File: config.mk
export PLATFORM = sky130hd
export DESIGN_NAME = id_hazard_ctrl_flat
export DESIGN_NICKNAME = d
export VERILOG_FILES = /design/src/rtl/id_hazard_ctrl_if.sv /design/src/rtl/id_hazard_ctrl.sv /design/src/flat_wrapper.sv
export SDC_FILE = /design/constraint.sdc
export NUM_CORES = 1
export LEC_CHECK = 0
export BUFFER_PORTS_ARGS = -buffer_cell sky130_fd_sc_hd__buf_2
export CAP_MARGIN = 20
export CORE_AREA = 4 4 60 62
export DETAILED_ROUTE_END_ITERATION = 7
export DIE_AREA = 0 0 64 66
export PLACE_DENSITY = 0.78
export SLEW_MARGIN = 20
export SYNTH_ARGS = -nofsm -noshare
export SYNTH_HDL_FRONTEND = slang
export SYNTH_SLANG_ARGS = --single-unit
export TNS_END_PERCENT = 10
File: constraint.sdc
create_clock -name clk -period 2.4 [get_ports clk]
set_clock_uncertainty 0.1 [all_clocks]
set_input_delay 0.12 -clock clk [delete_from_list [all_inputs] [get_ports clk]]
set_output_delay 0.12 -clock clk [all_outputs]
set_load 0.02 [all_outputs]
File: src/rtl/id_hazard_ctrl_if.sv
`default_nettype none
// ============================================================================
// Module      : id_hazard_ctrl_if
// Description : ID-stage hazard control bundle between the pipeline and the
//               hazard controller.
// Revision    : 1.0
// ============================================================================
interface id_hazard_ctrl_if;
    logic       id_valid;
    logic [6:0] id_opcode;
    logic [6:0] id_func7;
    logic [4:0] id_rs1;
    logic [4:0] id_rs2;
    logic [4:0] id_rd;
    logic       ex_redirect;
    logic       mem_stall;
    logic       stall_if;
    logic       stall_id;
    logic       flush_id;
    logic [1:0] fwd_rs1;
    logic [1:0] fwd_rs2;
    logic       md_start;
    logic       md_busy;

    modport master (
        output id_valid, id_opcode, id_func7, id_rs1, id_rs2, id_rd,
               ex_redirect, mem_stall,
        input  stall_if, stall_id, flush_id, fwd_rs1, fwd_rs2, md_start, md_busy
    );

    modport slave (
        input  id_valid, id_opcode, id_func7, id_rs1, id_rs2, id_rd,
               ex_redirect, mem_stall,
        output stall_if, stall_id, flush_id, fwd_rs1, fwd_rs2, md_start, md_busy
    );
endinterface
`default_nettype wire

File: src/rtl/id_hazard_ctrl.sv
`default_nettype none
// ============================================================================
// Module      : id_hazard_ctrl
// Description : ID-stage hazard controller: EX/MEM/WB destination tracking,
//               operand forwarding select, load-use / MUL-DIV stalls, flushes.
// Revision    : 1.0
// ============================================================================
module id_hazard_ctrl #(
    parameter int MD_LAT = 4
) (
    input  logic            clk,
    input  logic            rst,
    id_hazard_ctrl_if.slave bus
);

    localparam logic [6:0] c_OP_OP     = 7'b0110011;
    localparam logic [6:0] c_OP_OPIMM  = 7'b0010011;
    localparam logic [6:0] c_OP_LOAD   = 7'b0000011;
    localparam logic [6:0] c_OP_LUI    = 7'b0110111;
    localparam logic [6:0] c_OP_AUIPC  = 7'b0010111;
    localparam logic [6:0] c_OP_JAL    = 7'b1101111;
    localparam logic [6:0] c_OP_JALR   = 7'b1100111;
    localparam logic [6:0] c_OP_OP32   = 7'b0111011;
    localparam logic [6:0] c_OP_OPIMM32= 7'b0011011;
    localparam logic [6:0] c_OP_STORE  = 7'b0100011;
    localparam logic [6:0] c_OP_BRANCH = 7'b1100011;
    localparam logic [6:0] c_F7_MEXT   = 7'b0000001;

    localparam int                 c_CNT_W    = (MD_LAT > 2) ? $clog2(MD_LAT - 1) : 1;
    localparam logic [c_CNT_W-1:0] c_CNT_INIT = c_CNT_W'((MD_LAT > 1) ? (MD_LAT - 2) : 0);
    localparam logic [c_CNT_W-1:0] c_CNT_ONE  = c_CNT_W'(1);
    localparam logic               c_HAS_BUSY = (MD_LAT > 1);

    typedef enum logic [0:0] {
        S_RUN     = 1'b0,
        S_MD_BUSY = 1'b1
    } state_t;

    // EX entry carries load/M-ext flags; MEM/WB only need destination info.
    typedef struct packed {
        logic       v;
        logic [4:0] rd;
        logic       ld;
        logic       md;
    } ex_ent_t;

    typedef struct packed {
        logic       v;
        logic [4:0] rd;
    } ent_t;

    state_t             r_state;
    logic [c_CNT_W-1:0] r_cnt;
    ex_ent_t            r_e0;
    ent_t               r_e1;
    ent_t               r_e2;
    logic               r_e0_fresh;

    logic    w_writes_rd;
    logic    w_uses_rs1;
    logic    w_uses_rs2;
    logic    w_id_ld;
    logic    w_id_md;
    logic    w_load_use;
    logic    w_busy;
    logic    w_hold_ex;
    logic    w_stall;
    logic    w_flush;
    logic    w_issue;
    logic [1:0] w_fwd1;
    logic [1:0] w_fwd2;
    ex_ent_t w_new;

    function automatic logic f_match(input logic uses, input logic [4:0] rs,
                                     input logic v, input logic [4:0] rd);
        return uses && (rs != 5'd0) && v && (rd == rs);
    endfunction

    // A load in EX has no data yet, so it is skipped rather than forwarded.
    function automatic logic [1:0] f_src(input logic uses, input logic [4:0] rs,
                                         input ex_ent_t e0, input ent_t e1, input ent_t e2);
        if (f_match(uses, rs, e0.v, e0.rd) && !e0.ld) return 2'd1;
        if (f_match(uses, rs, e1.v, e1.rd))           return 2'd2;
        if (f_match(uses, rs, e2.v, e2.rd))           return 2'd3;
        return 2'd0;
    endfunction

    always_comb begin
        w_writes_rd = (bus.id_opcode inside {c_OP_OP, c_OP_OPIMM, c_OP_LOAD, c_OP_LUI,
                                             c_OP_AUIPC, c_OP_JAL, c_OP_JALR, c_OP_OP32,
                                             c_OP_OPIMM32}) && (bus.id_rd != 5'd0);
        w_uses_rs1  = !(bus.id_opcode inside {c_OP_LUI, c_OP_AUIPC, c_OP_JAL});
        w_uses_rs2  = bus.id_opcode inside {c_OP_OP, c_OP_OP32, c_OP_STORE, c_OP_BRANCH};
        w_id_ld     = (bus.id_opcode == c_OP_LOAD);
        w_id_md     = ((bus.id_opcode == c_OP_OP) || (bus.id_opcode == c_OP_OP32))
                      && (bus.id_func7 == c_F7_MEXT);
        w_new       = '{v: w_writes_rd, rd: bus.id_rd, ld: w_id_ld, md: w_id_md};
    end

    assign w_load_use = bus.id_valid && r_e0.v && r_e0.ld &&
                        (f_match(w_uses_rs1, bus.id_rs1, r_e0.v, r_e0.rd) ||
                         f_match(w_uses_rs2, bus.id_rs2, r_e0.v, r_e0.rd));
    assign w_fwd1     = f_src(w_uses_rs1, bus.id_rs1, r_e0, r_e1, r_e2);
    assign w_fwd2     = f_src(w_uses_rs2, bus.id_rs2, r_e0, r_e1, r_e2);
    assign w_busy     = (r_state == S_MD_BUSY);
    assign w_hold_ex  = w_busy && (r_cnt != '0);

    // Redirects are ignored while busy: EX then holds a non-branch M-ext op.
    always_comb begin
        w_stall = 1'b0;
        w_flush = 1'b0;
        if (bus.mem_stall)        w_stall = 1'b1;
        else if (w_busy)          w_stall = 1'b1;
        else if (bus.ex_redirect) w_flush = 1'b1;
        else if (w_load_use)      w_stall = 1'b1;
    end

    assign w_issue = bus.id_valid && !w_stall && !w_flush;

    always_ff @(posedge clk) begin
        if (rst) begin
            r_state    <= S_RUN;
            r_cnt      <= '0;
            r_e0       <= '0;
            r_e1       <= '0;
            r_e2       <= '0;
            r_e0_fresh <= 1'b0;
        end else if (!bus.mem_stall) begin
            if (w_hold_ex) begin
                r_e1       <= '0;
                r_e2       <= r_e1;
                r_cnt      <= r_cnt - c_CNT_ONE;
                r_e0_fresh <= 1'b0;
            end else begin
                r_e2       <= r_e1;
                r_e1       <= '{v: r_e0.v, rd: r_e0.rd};
                r_e0       <= w_issue ? w_new : '0;
                r_e0_fresh <= w_issue;
                if (w_issue && w_id_md && c_HAS_BUSY) begin
                    r_state <= S_MD_BUSY;
                    r_cnt   <= c_CNT_INIT;
                end else begin
                    r_state <= S_RUN;
                end
            end
        end
    end

    assign bus.stall_if = !rst && w_stall;
    assign bus.stall_id = !rst && w_stall;
    assign bus.flush_id = !rst && w_flush;
    assign bus.fwd_rs1  = rst ? 2'd0 : w_fwd1;
    assign bus.fwd_rs2  = rst ? 2'd0 : w_fwd2;
    assign bus.md_start = !rst && !bus.mem_stall && r_e0_fresh && r_e0.md;
    assign bus.md_busy  = !rst && w_busy;

endmodule
`default_nettype wire
File: src/flat_wrapper.sv
// flat-port wrapper written by rule: the top's interface ports become plain ports
module id_hazard_ctrl_flat 
#(
    parameter int MD_LAT = 4
)
  (clk, rst, bus_id_valid, bus_id_opcode, bus_id_func7, bus_id_rs1, bus_id_rs2, bus_id_rd, bus_ex_redirect, bus_mem_stall, bus_stall_if, bus_stall_id, bus_flush_id, bus_fwd_rs1, bus_fwd_rs2, bus_md_start, bus_md_busy);
  id_hazard_ctrl_if bus_i ();
  input  logic clk;
  input  logic rst;
  input wire logic [$bits(bus_i.id_valid)-1:0] bus_id_valid;
  input wire logic [$bits(bus_i.id_opcode)-1:0] bus_id_opcode;
  input wire logic [$bits(bus_i.id_func7)-1:0] bus_id_func7;
  input wire logic [$bits(bus_i.id_rs1)-1:0] bus_id_rs1;
  input wire logic [$bits(bus_i.id_rs2)-1:0] bus_id_rs2;
  input wire logic [$bits(bus_i.id_rd)-1:0] bus_id_rd;
  input wire logic [$bits(bus_i.ex_redirect)-1:0] bus_ex_redirect;
  input wire logic [$bits(bus_i.mem_stall)-1:0] bus_mem_stall;
  output wire logic [$bits(bus_i.stall_if)-1:0] bus_stall_if;
  output wire logic [$bits(bus_i.stall_id)-1:0] bus_stall_id;
  output wire logic [$bits(bus_i.flush_id)-1:0] bus_flush_id;
  output wire logic [$bits(bus_i.fwd_rs1)-1:0] bus_fwd_rs1;
  output wire logic [$bits(bus_i.fwd_rs2)-1:0] bus_fwd_rs2;
  output wire logic [$bits(bus_i.md_start)-1:0] bus_md_start;
  output wire logic [$bits(bus_i.md_busy)-1:0] bus_md_busy;
  assign bus_i.id_valid = bus_id_valid;
  assign bus_i.id_opcode = bus_id_opcode;
  assign bus_i.id_func7 = bus_id_func7;
  assign bus_i.id_rs1 = bus_id_rs1;
  assign bus_i.id_rs2 = bus_id_rs2;
  assign bus_i.id_rd = bus_id_rd;
  assign bus_i.ex_redirect = bus_ex_redirect;
  assign bus_i.mem_stall = bus_mem_stall;
  assign bus_stall_if = bus_i.stall_if;
  assign bus_stall_id = bus_i.stall_id;
  assign bus_flush_id = bus_i.flush_id;
  assign bus_fwd_rs1 = bus_i.fwd_rs1;
  assign bus_fwd_rs2 = bus_i.fwd_rs2;
  assign bus_md_start = bus_i.md_start;
  assign bus_md_busy = bus_i.md_busy;
  id_hazard_ctrl #(.MD_LAT(MD_LAT)) u_core (.clk(clk), .rst(rst), .bus(bus_i));
endmodule
## Word level (Yosys, flattened, before mapping)

Cells that the tools add are included.

- Output and inout bits: 9
- Flip-flop bits (word level): 24
- Bits of input ports: 34
- Logic and storage cells: 120

- Muxes and demuxes: 39
- Bitwise operators: 2
- Add/sub/neg operators: 1
- Reductions and logical operators: 49
- Equality and inequality tests: 18

Operators with widths:

| cell | number |
|---|---|
| 2-bit two-way mux | 16 |
| 1-bit logical AND | 31 |
| 5-bit == test | 6 |
| 7-bit by 6-bit == test with 1-bit output (second input constant) | 4 |
| 7-bit by 5-bit == test with 1-bit output (second input constant) | 3 |
| 7-bit == test (second input constant) | 3 |
| 1-bit two-way mux | 21 |
| 5-bit nonzero test | 3 |
| 9-bit nonzero test | 1 |
| 8-bit two-way mux | 1 |
| 7-bit by 1-bit == test with 1-bit output (second input constant) | 1 |
| 7-bit by 2-bit == test with 1-bit output (second input constant) | 1 |
| 1-bit logical NOT | 6 |
| 6-bit two-way mux | 1 |
| 2-bit AND reduction | 2 |
| 2-bit nonzero test | 2 |
| 4-bit nonzero test | 1 |
| 3-bit nonzero test | 1 |
| 1-bit logical OR | 2 |
| 1-bit NOT | 2 |
| 2-bit by 1-bit subtractor with 2-bit output (second input constant) | 1 |

## Longest topological paths before layout

- Depth in word-level cells: 18
- Gate-level depth with buffers: 7
- Mapped depth without buffers: 7

## Least setup slack after synthesis

No wires, ideal clock.

- Kind: register -> output
- Start: register u_core.r_e0[5] (netlist name)
- End: output port bus_stall_if
- Slack: 343 ps
- Path buffers: 1
- Cell stages (with the launch flop): 7
- Required time: 2180 ps
- Arrival: 1837 ps
- Cells stage by stage: dfxtp_1 -> xnor2_1 -> nand4_1 -> or4_4 -> o21a_1 -> nor2_1 -> buf_4

- Longest elaborated chain between the ends: 9
- Elaborated cells on any way between the ends: 11
- Those cells by class: eq/ne: 2; mux: 4; reduce/logical: 5

Ends and longest elaborated chain:

| what | line | text |
|---|---|---|
| start, declared | id_hazard_ctrl.sv:54 | `ex_ent_t r_e0;` |
| start signal, assigned | id_hazard_ctrl.sv:137 | `r_e0 <= w_issue ? w_new : '0;` |
| 5-bit == test | id_hazard_ctrl.sv:76 | `return uses && (rs != 5'd0) && v && (rd == rs);` |
| 1-bit logical AND | id_hazard_ctrl.sv:76 |  |
| 1-bit logical OR (*) | id_hazard_ctrl.sv:101 | `(f_match(w_uses_rs1, bus.id_rs1, r_e0.v, r_e0.rd) \|\|` |
| 1-bit logical AND (*) | id_hazard_ctrl.sv:100 | `assign w_load_use = bus.id_valid && r_e0.v && r_e0.ld &&` |
| 1-bit two-way mux (*) | id_hazard_ctrl.sv:115 | `else if (w_load_use) w_stall = 1'b1;` |
| 1-bit two-way mux (*) | id_hazard_ctrl.sv:114 | `else if (bus.ex_redirect) w_flush = 1'b1;` |
| 1-bit two-way mux (*) | id_hazard_ctrl.sv:113 | `else if (w_busy) w_stall = 1'b1;` |
| 1-bit two-way mux (*) | id_hazard_ctrl.sv:112 | `if (bus.mem_stall) w_stall = 1'b1;` |
| 1-bit logical AND (*) | - |  |
| end, declared | flat_wrapper.sv:18 | `output wire logic [$bits(bus_i.stall_if)-1:0] bus_stall_if;` |

Mark *: on every way between the ends. The rest lies on a longest branch, timed or not.

## Worst setup path in the final report

- Start: register u_core.r_e0[4] (netlist name)
- End: output port bus_fwd_rs1[0]

- Longest elaborated chain between the ends: 6

Ends and longest elaborated chain:

| what | line | text |
|---|---|---|
| 5-bit == test | id_hazard_ctrl.sv:76 |  |
| 1-bit logical AND | id_hazard_ctrl.sv:76 |  |
| 1-bit logical AND | id_hazard_ctrl.sv:82 | `if (f_match(uses, rs, e0.v, e0.rd) && !e0.ld) return 2'd1;` |
| 1-bit two-way mux | id_hazard_ctrl.sv:82 |  |
| 2-bit two-way mux | id_hazard_ctrl.sv:83 | `if (f_match(uses, rs, e1.v, e1.rd)) return 2'd2;` |
| 2-bit two-way mux | id_hazard_ctrl.sv:152 | `assign bus.fwd_rs1 = rst ? 2'd0 : w_fwd1;` |
| end, declared | flat_wrapper.sv:21 | `output wire logic [$bits(bus_i.fwd_rs1)-1:0] bus_fwd_rs1;` |

No other way between the ends.

==> results.toml <==
[synthesis]
synthArstFlopShare_pct = 0
synth_warnings = 0
synth_area_sq_um = 1570
syn-num-nets = 208
syn_inst = 173
ys_seq_area_share_pct = 29.32
synth_enable_flop_cells = 0
ys_types = 53
syn_area_per_cell_sq_um = 9.077
ys_ff_latch = 23
yosys_most_used_dff = "dfxtp_1"

[floorplanning]
start_util_pct = 51.86
rows = 20
die-width_um = 64
die_h_um = 66
core_area_sq_um = 3028
io_pins = 43
dieArea_sq_um = 4224

[finish]
area_growth_syn_to_layout_pct = 20.00
diodes = 0
stdcell_count = 263
final_util_pct = 62.23
design_area_sq_um = 1884
multiInputGateArea_sq_um = 1054
final_cell_mix = "buf_2 (42), dfxtp_1 (19), xor2_1 (16)"
drive_gt1_share_pct = 29.22
seqCellArea_sq_um = 465.4
final_common_cell = "buf_2"
fillers = 287
fin_nets = 255

[timing]
finalMaxSlewViolations = 0
finalSetupViolations = 0
post-route-min-period_ns = 2.284
rsz0062_at_grt = "no"
tns_ns = 0
tightest_slew_ns = 0.4993
relSlewSlack_pct = 66.71
setup_ws_ns = 0.1165
max_freq_mhz = 437.9
post-route-period-util_pct = 95.15
hold_violations = 0
worst_hold_slack_ns = 0.09650

[clocking]
worstSkewPairLatency_ns = 0.32
ctsHtreeMaxLevel = 1
cts_buffers = 3
cts_tree = "built"
cts_buffer_depth = 2
cts-root-buf = "clkbuf_4"
post_cts_buffers = 0
cts_sinks = 23
clk_pin_slew_ns = 0.13

[worst_setup_path]
arrival_ns = 2.06
required_ns = 2.18
crit_path_end = "bus_fwd_rs1[0]"
cp-end-kind = "primary output"
slowest_stage = "or4_4"
cpPeakStageDelay_ns = 0.53
setup.worst_path.start = "u_core.r_e0[4]$_SDFFE_PP0P_"
r2r_start = "u_core.r_e0[4]$_SDFFE_PP0P_"
crit_fanout = 5
reg2reg_depth = 5
r2r_slack_ns = 0.45
cp-start-kind = "register"
worst_r2r_endpoint = "u_core.r_e0[4]$_SDFFE_PP0P_"
path_cells = "xnor2_1 > nand4_1 > or4_4 > or2_1 > a21oi_1 > buf_2"
crit_type = "register to primary output"

[place]
dpl_worst_slack_ns = 0.4392
io_buffers = 42
gp_congestion = 0.8473
dp_hpwl_um = 2955
placed_area_sq_um = 1802
dp.cells = 254

[drt]
ant_nets = 0
wl_per_cell_um = 14.20
drtPass1Iterations = 4
drt_wl_total_um = 3735
drc_errors = 0
via_per_inst = 5.567
vias = 1464
drt_iter0_drc = 90

[power_and_ir_drop]
power_uw = 719.3
ir_drop_mv = 0.1575
p_per_area_nw_per_um2 = 381.7
p_leak_nw = 0.7980

[grt]
grt_usage_pct = 17.99
grt_max_degree = 23
antenna_found_initial = 0
grt_overflow = 0
grt_pass1_vias = 1313
grt_pass1_wl_um = 5989

[hold_path]
worstHoldPathType = "input port to register"

[job]
cap_violations = 0

[run_status]
status = "complete, no violations"
-- state kept, by name, summed over array words and instances, names as in the netlist --
register,count
u_core.r_cnt,2
u_core.r_e1,6
u_core.r_e0,8
u_core.r_e0_fresh,1
u_core.r_e2,6
-- logic make-up after synthesis --
kind of cell,after synthesis,share of synthesized area [%]
compound gates,34,18.96
xor+xnor,30,16.73
fa+ha+maj,1,0.7967
buf+inv,11,3.584
flops,23,29.32
mux,6,3.825
simple gates,68,26.77
-- where the power goes --
| group | total (mW) | switching (mW) | internal [mW] | leakage (nW) |
|---|---|---|---|---|
| registers | 0.392 | 0.00517 | 0.386 | 0.188 |
| logic | 0.141 | 0.0756 | 0.0653 | 0.593 |
| clock network | 0.187 | 0.124 | 0.0626 | 0.0177 |
| total | 0.719 | 0.205 | 0.514 | 0.798 |
-- worst min-delay path by stage --
stage               cells after the start         start                     endpoint
global route                            2           rst  u_core.r_e2[4]$_SDFFE_PP0N_
CTS                                     2           rst  u_core.r_e2[2]$_SDFFE_PP0N_
detailed placement                      2  bus_id_rd[3]  u_core.r_e0[5]$_SDFFE_PP0P_
floorplan                               1  bus_id_rd[0]  u_core.r_e0[2]$_SDFFE_PP0P_
global placement                        2  bus_id_rd[3]  u_core.r_e0[5]$_SDFFE_PP0P_
finish                                  2           rst  u_core.r_e2[1]$_SDFFE_PP0N_
-- Yosys cell counts, types with 4 or more instances --
library cell,instances,area (sq um)
dfxtp_1,23,460.4
xor2_1,16,140.1
nor2_1,15,56.30
xnor2_1,14,122.6
a21oi_1,11,55.05
nand3_1,9,45.04
nand2_1,8,30.03
a32o_1,7,70.07
and3_1,7,43.79
mux2i_1,6,60.06
nor4_1,6,37.54
inv_1,4,15.01
-- cell type report --
cell class | count | share of cell area [%]
multi-input combinational | 139 | 55.91
clock inverter | 1 | 0.2656
timing repair buffer | 47 | 13.81
clock buffer | 3 | 1.195
tap | 44 | 2.922
sequential | 23 | 24.70
inverter | 6 | 1.195
-- layer usage --
metal / global-route usage, % / vias to the layer above / share of wire (%)
met3: 3.061 / 5 / 6.6
met5: 0 / - / 0
met2: 28.26 / 51 / 44
met4: 7.278 / 0 / 1.4
met1: 24.30 / 677 / 48
li1: - / 731 / -
-- worst max-delay path, delay by kind of cell, from the launching register on --
family / cells / cell delay (ns)
and+or+nand+nor: 3 / 0.89
buffers and inverters: 1 / 0.18
DFF: 1 / 0.37
AOI/OAI and AO/OA: 1 / 0.12
xor gates and xnor gates: 1 / 0.18
-- what timing repair did --
item,CTS,global route
gates resized for setup,0,4
hold buffers,5,0
hold endpoints to repair,5,0
setup endpoints to repair,0,4
No activity file was read; power rests on OpenSTA's default activity.
